File: config.mk
export PLATFORM = sky130hd
export DESIGN_NAME = fts_event_hold
export DESIGN_NICKNAME = d
export VERILOG_FILES = /design/src/rtl/fts_event_hold.sv
export SDC_FILE = /design/constraint.sdc
export NUM_CORES = 1
export LEC_CHECK = 0
export BUFFER_PORTS_ARGS = -buffer_cell sky130_fd_sc_hd__buf_2
export CORE_ASPECT_RATIO = 1.1
export CORE_MARGIN = 2
export CORE_UTILIZATION = 46
export CTS_CLUSTER_SIZE = 12
export DETAILED_ROUTE_END_ITERATION = 10
export GPL_TIMING_DRIVEN = 0
export PLACE_DENSITY = 0.72
export SETUP_SLACK_MARGIN = 0.02
export SYNTH_ARGS = -nofsm -noshare
export SYNTH_HDL_FRONTEND = slang
export SYNTH_SLANG_ARGS = --single-unit
export TNS_END_PERCENT = 20
File: constraint.sdc
create_clock -name fastclk -period 1.5 [get_ports fastclk]
set_clock_uncertainty 0.2 [all_clocks]
set_input_delay 0.375 -clock fastclk [delete_from_list [all_inputs] [get_ports fastclk]]
set_output_delay 0.375 -clock fastclk [all_outputs]
set_load 0.02 [all_outputs]
File: src/rtl/fts_event_hold.sv
// Purpose: per-channel capture of fast-side words, published on slow_tick and held for HOLD_TICKS ticks.
// Latency: capture visible on in_ready next cycle; publish appears one cycle after the first tick following capture.
// Backpressure: in_ready low while a word is pending or held; requests then are dropped and flag overflow.
module fts_event_hold #(
  parameter int W          = 2,
  parameter int CH         = 2,
  parameter int HOLD_TICKS = 1
) (
  input  logic            fastclk,
  input  logic            rst,
  input  logic            slow_tick,
  input  logic [CH-1:0]   in_valid,
  input  logic [CH*W-1:0] in_data,
  output logic [CH-1:0]   in_ready,
  output logic [CH*W-1:0] synced,
  output logic [CH-1:0]   out_valid,
  output logic [CH-1:0]   overflow,
  input  logic [CH-1:0]   ovf_clr
);

  localparam int CW = (HOLD_TICKS > 1) ? $clog2(HOLD_TICKS + 1) : 1;
  localparam logic [CW-1:0] LAST = CW'(HOLD_TICKS - 1);

  typedef enum logic [1:0] {S_IDLE, S_PEND, S_HOLD} state_t;

  for (genvar c = 0; c < CH; c++) begin : g_ch
    state_t          r_state;
    state_t          w_state_nxt;
    logic [W-1:0]    r_buf;
    logic [W-1:0]    r_synced;
    logic [CW-1:0]   r_cnt;
    logic            r_out_valid;
    logic            r_overflow;
    logic            w_load;
    logic            w_publish;
    logic            w_cnt_inc;
    logic            w_release;
    logic            w_drop;

    // Next-state and per-cycle actions; a tick seen in the capture cycle is deliberately ignored.
    always_comb begin
      w_state_nxt = r_state;
      w_load      = 1'b0;
      w_publish   = 1'b0;
      w_cnt_inc   = 1'b0;
      w_release   = 1'b0;
      w_drop      = 1'b0;
      case (r_state)
        S_IDLE: begin
          if (in_valid[c]) begin
            w_load      = 1'b1;
            w_state_nxt = S_PEND;
          end
        end
        S_PEND: begin
          w_drop = in_valid[c];
          if (slow_tick) begin
            w_publish   = 1'b1;
            w_state_nxt = S_HOLD;
          end
        end
        S_HOLD: begin
          w_drop = in_valid[c];
          if (slow_tick) begin
            if (r_cnt == LAST) begin
              w_release   = 1'b1;
              w_state_nxt = S_IDLE;
            end else begin
              w_cnt_inc = 1'b1;
            end
          end
        end
        default: w_state_nxt = S_IDLE;
      endcase
    end

    // State register.
    always_ff @(posedge fastclk or posedge rst) begin
      if (rst) r_state <= S_IDLE;
      else     r_state <= w_state_nxt;
    end

    // Capture buffer, published word, hold counter and valid flag.
    always_ff @(posedge fastclk or posedge rst) begin
      if (rst) begin
        r_buf       <= '0;
        r_synced    <= '0;
        r_cnt       <= '0;
        r_out_valid <= 1'b0;
      end else begin
        if (w_load) r_buf <= in_data[c*W +: W];
        if (w_publish) begin
          r_synced    <= r_buf;
          r_out_valid <= 1'b1;
          r_cnt       <= '0;
        end else if (w_cnt_inc) begin
          r_cnt <= r_cnt + CW'(1);
        end
        if (w_release) r_out_valid <= 1'b0;
      end
    end

    // Sticky overflow; a drop in the same cycle as a clear keeps the flag set.
    always_ff @(posedge fastclk or posedge rst) begin
      if (rst)             r_overflow <= 1'b0;
      else if (w_drop)     r_overflow <= 1'b1;
      else if (ovf_clr[c]) r_overflow <= 1'b0;
    end

    assign in_ready[c]        = (r_state == S_IDLE);
    assign synced[c*W +: W]   = r_synced;
    assign out_valid[c]       = r_out_valid;
    assign overflow[c]        = r_overflow;
  end

endmodule

==> results_dict.tcl, run 1 <==
set metrics [dict create \
    status "complete, but fails checks" \
    violations "negative setup slack" \
    clk_latency_ns 0.29 \
    p_total_mw 3.07 \
    routabilityCongestion 0.716 \
    ys_top_cells_by_area "dfrtp_1, ha_1, mux2_2, buf_4, inv_1" \
    cts_sinks 18 \
    grt_pass1_wl_mm 3.14 \
    ant_nets 0 \
    yosys_warnings 0 \
    place_area_mm2 0.00106 \
    htree_num_levels 1 \
    drc 0 \
    synth-seq-area-share_pct 48.8 \
    critPathRequiredTime_ns 0.92 \
    crit_fanout 2 \
    cts_tree "yes" \
    fp.dieW_um 46.7 \
    end_kind "output pin" \
    maxSlewViolCount 0 \
    final_util_pct 70.3 \
    ys_top_cells_by_count "dfrtp_1, inv_1, ha_1" \
    hp-class "in2reg" \
    nNetsFinal 136 \
    syn-num-nets 99 \
    diodes 0 \
    avgSynthCellArea_um2 11.7 \
    finalSetupViolations 11 \
    hold_violations 0 \
    relSlewSlack_pct 74.2 \
    synth-edff-count 0 \
    vias 672 \
    p_per_area_mw_per_mm2 2230 \
    synth_top_area_cell "dfrtp_1" \
    synth_top_area_share_pct 48.8 \
    cts_buffers 3 \
    critPathLaunchType "register" \
    fmax_ghz 0.582 \
    drive_gt1_share_pct 61.7 \
    synth_most_common_cell "dfrtp_1" \
    firstDrtPassIters 4 \
    fin_ws_ns -0.218 \
    core_mm2 0.00196 \
    ys_ff_latch 18 \
    pre_cts_ws_ns -0.109 \
    criticalPathCategory "reg2out" \
    drt-initial-drc-count 7 \
    dieHeight_um 51.0 \
    cts_root_buffer "clkbuf_4" \
    grt_use_total_pct 18.4 \
    drt_wl_total_mm 1.91 \
    io_pins 21 \
    syn_area_um2 922 \
    min_period_ns 1.72 \
    start_util_pct 47.1 \
    p_leak_nw 0.668 \
    dp_hpwl_mm 1.12 \
    fin_area_mm2 0.00138 \
    rsz0062_at_grt "true" \
    tightest_slew_ns 0.386 \
    met1_usage_pct 23.9 \
    met2_usage_pct 30.6 \
    yosysUniqueCellTypes 20 \
    peakVddDrop_uv 1180 \
    clkTransAtPathRegs_ns 0.10 \
    synth-async-reset-ratio_pct 100 \
    max-cap-violations 0 \
    antenna_found_initial 0 \
    rows 17 \
    wl_per_cell_um 13.4 \
    clk_path_buf_depth 2 \
    cp.arrival_ns 1.14 \
    finalCritPeriodShare_pct 115 \
    die_area_mm2 0.00238 \
    use_met3_pct 2.47 \
    via_per_inst 4.70 \
    syn2layout_area_growth_pct 49.1 \
    top_usage_layer "met2" \
    overflow 0 \
    grt_pass1_vias 676 \
    io_buffers 19 \
    grt_max_degree 19 \
    syn-instance-count 79 \
    synth_flop_cell "dfrtp_1" \
]
[routing by layer]
layer  share of wire [%]  up-vias
li1                    -      324
met1                  43      333
met2                  54       13
met4                0.63        0
met5                   0        -
met3                 1.9        2
[per-stage QoR]
| step | setup TNS (ns) | std cells | hold slack (ns) |
|---|---|---|---|
| detailed placement | -0.353 | 126 | 0.287 |
| global route | -1.76 | 143 | 0.0823 |
| global placement | -0.215 | 126 | 0.272 |
| floorplan | -0.00902 | 79 | 0.114 |
| CTS | -0.895 | 141 | 0.0767 |
| finish | -1.20 | 143 | 0.0771 |
[cell type report]
class,instances,area (um2)
Buffer,7,78.8
Clock buffer,4,36.3
Fill cell,147,582
Inverter,10,41.3
Multi-Input combinational cell,44,500
Sequential cell,18,450
Tap cell,28,35.0
Timing Repair Buffer,32,233
[registers in the layout, indices dropped and copies added (netlist names)]
name and cells:
g_ch.r_buf 4, g_ch.r_state 4, g_ch.r_synced 4, g_ch.r_cnt 2, g_ch.r_out_valid 2, g_ch.r_overflow 2
[path summary, 6_finish.rpt]
check	to	cells after the start	start	slack, ns
worst max register to register	g_ch[1].r_state[0]	6	g_ch[1].r_state[0]	-0.19
max in group asynchronous	g_ch[0].r_overflow	3	rst	0.45
min in group asynchronous	g_ch[0].r_cnt	3	rst	0.41
worst max-delay path	in_ready[0]	4	g_ch[0].r_state[0]	-0.22
worst min-delay path	g_ch[0].r_overflow	2	ovf_clr[0]	0.08
worst min register to register	g_ch[1].r_synced[1]	1	g_ch[1].r_synced[1]	0.30
[cell usage in the layout (no fill, tap or decap), drive strengths merged]
| master | n |
|---|---|
| nand2b | 1 |
| clkinvlp | 1 |
| o21ai | 2 |
| dfrtp | 18 |
| nand3 | 1 |
| a31oi | 2 |
| nor2 | 3 |
| o21a | 2 |
| nand2 | 7 |
| mux2 | 11 |
| o22ai | 1 |
| dlygate4sd3 | 1 |
| ha | 9 |
| a21oi | 2 |
| mux2i | 1 |
| a21boi | 1 |
| inv | 9 |
| o21bai | 1 |
| clkbuf | 4 |
| buf | 38 |
[kinds of logic after synthesis]
family	count (synthesis)	synth area share, %
AO/OA/AOI/OAI	11	8.55
adder cells (fa/ha/maj)	9	12.2
buffers and inverters	17	10.2
flip-flops	18	48.8
multiplexers	12	14.9
AND/OR/NAND/NOR	12	5.29
[critical path, stage by stage (launching register included)]
cell	delay, ns
dfrtp_1	0.41
inv_2	0.10
ha_4	0.15
buf_6	0.09
buf_6	0.10
[where the power goes]
| part | switching [mW] | internal, mW |
|---|---|---|
| registers | 0.136 | 0.704 |
| clock network | 0.148 | 0.148 |
| logic | 0.847 | 1.08 |
| total | 1.13 | 1.94 |
[repair_timing]
action	CTS	global route
pin swaps	4	7
setup buffers	10	2
hold endpoints to repair	18	0
hold buffers	1	0
resized for setup	23	20
endpoints found under the setup margin	12	26
Note: power is estimated with default switching activity, not from simulation.
==> inputs of run 2 (changes only) <==
--- a/config.mk
+++ b/config.mk
@@ -13,7 +13,6 @@
 export DETAILED_ROUTE_END_ITERATION = 10
 export GPL_TIMING_DRIVEN = 0
 export PLACE_DENSITY = 0.72
-export SETUP_SLACK_MARGIN = 0.02
 export SYNTH_ARGS = -nofsm -noshare
 export SYNTH_HDL_FRONTEND = slang
 export SYNTH_SLANG_ARGS = --single-unit
==> results_dict.tcl, run 2 (synthesis results as in run 1) <==
set metrics [dict create \
    clkPwrFrac_pct 10.4 \
    cts_root_buffer "clkbuf_4" \
    rsz0062_at_grt "true" \
    place_area_mm2 0.00106 \
    crit_start "g_ch[0].r_state[1]" \
    cts_tree "yes" \
    critPathRequiredTime_ns 0.92 \
    max-cap-violations 0 \
    wl_per_cell_um 12.9 \
    cts_sinks 18 \
    ant_nets 0 \
    cp_slowest_cell "dfrtp_1" \
    finalCritPeriodShare_pct 114 \
    crit_family "flip-flops" \
    swShare_pct 36.6 \
    switchingPower_mw 1.08 \
    tns_ns -1.00 \
    dp_hpwl_mm 1.12 \
    fin_ws_ns -0.212 \
    cp.arrival_ns 1.14 \
    clkTransAtPathRegs_ns 0.11 \
    finalSetupViolations 11 \
    pre_cts_ws_ns -0.110 \
    seqCellArea_um2 450 \
    fin_area_mm2 0.00134 \
    vias 659 \
    top_regs "g_ch.r_buf x4, g_ch.r_state x4, g_ch.r_synced x4" \
    final_common_cell "dfrtp_1" \
    io_pins 21 \
    multi_input_area_um2 474 \
    maxSlewViolCount 0 \
    drc 0 \
    syn2layout_area_growth_pct 45.5 \
    core_mm2 0.00196 \
    cp.buffers_inverters 3 \
    final_util_pct 68.5 \
    crit_fanout 2 \
    crit_chain "inv_2, ha_4, buf_6, buf_6" \
    cts_buffers 3 \
    cpPeakStageDelay_ns 0.39 \
    routabilityCongestion 0.703 \
    drt-initial-drc-count 5 \
    violations "negative setup slack" \
    grt_use_total_pct 17.6 \
    p_per_area_mw_per_mm2 2200 \
    met2_usage_pct 26.4 \
    p_leak_nw 0.658 \
    nNetsFinal 134 \
    via_per_inst 4.67 \
    grt_max_degree 19 \
    top_usage_layer "met2" \
    rows 17 \
    drive_gt1_share_pct 59.3 \
    nFillCells 148 \
    worst_path_most_repeated_cell "buf_6" \
    htree_num_levels 1 \
    met1_usage_pct 23.6 \
    diodes 0 \
    criticalPathCategory "reg2out" \
    fmax_ghz 0.584 \
    peakVddDrop_uv 1170 \
    start_util_pct 47.1 \
    seq_power_share_pct 28.1 \
    combPwrFrac_pct 61.5 \
    use_met3_pct 2.12 \
    hp-class "in2reg" \
    drt_wl_total_mm 1.82 \
    hp-start "ovf_clr[1]" \
    die_area_mm2 0.00238 \
    tightest_slew_ns 0.661 \
    clk_path_buf_depth 2 \
    io_buffers 19 \
    critPathLaunchType "register" \
    min_period_ns 1.71 \
    overflow 0 \
    clk_latency_ns 0.30 \
    p_int_mw 1.87 \
    relSlewSlack_pct 55.9 \
    grt_pass1_wl_mm 2.95 \
    r2r-start "g_ch[1].r_state[1]" \
    end_kind "output pin" \
    firstDrtPassIters 4 \
    dieHeight_um 51.0 \
    status "complete, but fails checks" \
    grt_pass1_vias 665 \
    fp.dieW_um 46.7 \
    antenna_found_initial 0 \
    hold_violations 0 \
    final_cell_mix "dfrtp_1, buf_6, buf_2, buf_4, mux2_2" \
]
run 2: metrics by stage:
stage          hold WS [ns]  total power [mW]  std cells
2_1_floorplan         0.114              1.69         79
3_3_place_gp          0.265              1.93        126
3_5_place_dp          0.277              1.97        126
4_1_cts              0.0510              2.68        139
5_1_grt              0.0580              3.15        141
6_report             0.0508              2.95        141
run 2: repair_timing:
action,in CTS,in global routing
buffers inserted,8,2
endpoints found under the setup margin,10,16
pin swaps,3,7
hold buffers,1,0
resized for setup,22,19
endpoints found under the hold margin,18,0
run 2: routing by layer:
metal	vias up	part of all wire, %
li1	320	-
met1	322	44
met2	13	50
met3	4	2.5
met4	0	2.8
met5	-	0
run 2: final cells by class:
type	instances	share of cell area, %
plain buffers	7	5.88
clock buffers	4	2.71
inverters	10	2.80
multi-input cells	44	35.4
flip-flops and latches	18	33.6
well taps	28	2.61
repair buffers	30	17.1
run 2: power groups by stage:
stage               logic, mW  registers [mW]  clock network [mW]
finish                   1.82           0.830               0.307
CTS                      1.54           0.824               0.314
global placement         1.09           0.838                   0
floorplan               0.810           0.885                   0
global route             1.96           0.862               0.325
detailed placement       1.13           0.849                   0
run 2: worst paths after layout:
kind,endpoint,slack (ns),cells past startpoint
min in group asynchronous,g_ch[0].r_out_valid,0.50,3
worst min register to register,g_ch[1].r_synced[0],0.32,1
max in group asynchronous,g_ch[0].r_state[0],0.18,3
worst max register to register,g_ch[1].r_state[1],-0.20,5
worst max-delay path,in_ready[0],-0.21,4
worst min-delay path,g_ch[1].r_overflow,0.05,2
==> inputs of run 3 (changes only) <==
--- a/config.mk
+++ b/config.mk
@@ -5,7 +5,7 @@
 export SDC_FILE = /design/constraint.sdc
 export NUM_CORES = 1
 export LEC_CHECK = 0
-export BUFFER_PORTS_ARGS = -buffer_cell sky130_fd_sc_hd__buf_2
+export BUFFER_PORTS_ARGS = -buffer_cell sky130_fd_sc_hd__clkbuf_2
 export CORE_ASPECT_RATIO = 1.1
 export CORE_MARGIN = 2
 export CORE_UTILIZATION = 46
@@ -13,6 +13,7 @@
 export DETAILED_ROUTE_END_ITERATION = 10
 export GPL_TIMING_DRIVEN = 0
 export PLACE_DENSITY = 0.72
+export RECOVER_POWER = 50
 export SYNTH_ARGS = -nofsm -noshare
 export SYNTH_HDL_FRONTEND = slang
 export SYNTH_SLANG_ARGS = --single-unit
==> results_dict.tcl, run 3 (synthesis results as in run 1) <==
set metrics [dict create \
    htree_num_levels 1 \
    core_mm2 0.00196 \
    cp.arrival_ns 1.15 \
    reg2reg_slack_ns -0.13 \
    critPathLaunchType "register" \
    vias 640 \
    wl_per_cell_um 12.5 \
    rsz0062_at_grt "true" \
    max-cap-violations 0 \
    drt_wl_total_mm 1.73 \
    die_area_mm2 0.00238 \
    drive_gt1_share_pct 58.6 \
    routabilityCongestion 0.709 \
    p_total_mw 2.86 \
    fin_ws_ns -0.225 \
    rows 17 \
    hold_violations 0 \
    p_leak_nw 0.634 \
    cts_buffers 3 \
    grt_max_degree 19 \
    fp.dieW_um 46.7 \
    top_regs "g_ch.r_buf x4, g_ch.r_state x4, g_ch.r_synced x4" \
    grt_pass1_wl_mm 2.85 \
    seqCellArea_um2 450 \
    cts_tree "yes" \
    tightest_slew_ns 0.678 \
    dieHeight_um 51.0 \
    clkTransAtPathRegs_ns 0.10 \
    clk_latency_ns 0.29 \
    min_period_ns 1.72 \
    tns_ns -0.791 \
    final_cell_mix "dfrtp_1, clkbuf_2, buf_6, buf_4, mux2_2" \
    cts_sinks 18 \
    syn2layout_area_growth_pct 43.1 \
    diodes 0 \
    clk_path_buf_depth 2 \
    end_kind "output pin" \
    io_buffers 19 \
    via_per_inst 4.60 \
    io_pins 21 \
    antenna_found_initial 0 \
    nFillCells 143 \
    critPathRequiredTime_ns 0.92 \
    multi_input_area_um2 474 \
    peakVddDrop_uv 1120 \
    criticalPathCategory "reg2out" \
    nNetsFinal 133 \
    pre_cts_ws_ns -0.100 \
    relSlewSlack_pct 54.8 \
    worst_hold_slack_ns 0.0622 \
    finalSetupViolations 9 \
    final_common_cell "dfrtp_1" \
    maxSlewViolCount 0 \
    ant_nets 0 \
    grt_use_total_pct 17.0 \
    violations "negative setup slack" \
    dp_hpwl_mm 1.09 \
    hp-class "in2reg" \
    firstDrtPassIters 4 \
    overflow 0 \
    finalCritPeriodShare_pct 115 \
    drt-initial-drc-count 7 \
    drc 0 \
    status "complete, but fails checks" \
    cts_root_buffer "clkbuf_4" \
    start_util_pct 47.1 \
    grt_pass1_vias 659 \
    fmax_ghz 0.580 \
    p_per_area_mw_per_mm2 2170 \
    crit_fanout 4 \
]
run 3: cell types whose count changed in the layout (fill, tap and decap cells not counted), sizes merged:
cell	change
buf	-14
clkbuf	+12
run 3: worst paths after layout:
kind,to,depth (start not counted),from
worst max-delay path,in_ready[1],4,g_ch[1].r_state[0]
worst min-delay path,g_ch[1].r_overflow,2,ovf_clr[1]
worst max register to register,g_ch[0].r_state[1],6,g_ch[0].r_state[0]
worst min register to register,g_ch[1].r_synced[1],1,g_ch[1].r_synced[1]
max in group asynchronous,g_ch[1].r_overflow,3,rst
min in group asynchronous,g_ch[0].r_cnt,3,rst
run 3: final cells by class:
class / count / area share, %
Buffer: 7 / 5.97
Clock buffer: 3 / 1.71
Tap cell: 28 / 2.65
Sequential cell: 18 / 34.1
Multi-Input combinational cell: 44 / 35.9
Inverter: 10 / 2.84
Timing Repair Buffer: 29 / 16.8
run 3: through the flow:
stage | cells | cell area, um2 | util (%)
finish | 139 | 1320 | 67.5
detailed placement | 126 | 1060 | 54.2
floorplan | 79 | 930 | -
global placement | 126 | 1060 | 54.2
global route | 139 | 1320 | 67.5
CTS | 138 | 1220 | 62.5
run 3: power breakdown:
part	switching, mW	internal (mW)	leakage, nW	total, mW
Sequential	0.135	0.704	0.219	0.839
Clock	0.150	0.0934	0.0138	0.244
Combinational	0.765	1.02	0.401	1.78
Total	1.05	1.81	0.634	2.86
run 3: critical path, stage by stage (launching register included):
cell and delay [ns]:
dfrtp_1 0.39, inv_2 0.07, ha_4 0.17, buf_6 0.11, buf_8 0.12
run 3: repair_timing:
action,CTS,global route
endpoints found under the setup margin,11,16
hold buffers,1,0
pin swaps,3,6
hold endpoints to repair,18,0
gates resized for setup,13,24
buffers inserted,8,1
run 3: layer usage:
layer | vias to the layer above | share of wire (%) | track usage (%)
li1 | 316 | - | -
met1 | 305 | 43 | 20.9
met2 | 15 | 52 | 27.8
met3 | 4 | 2.9 | 2.12
met4 | 0 | 2.5 | 9.72
met5 | - | 0 | 0
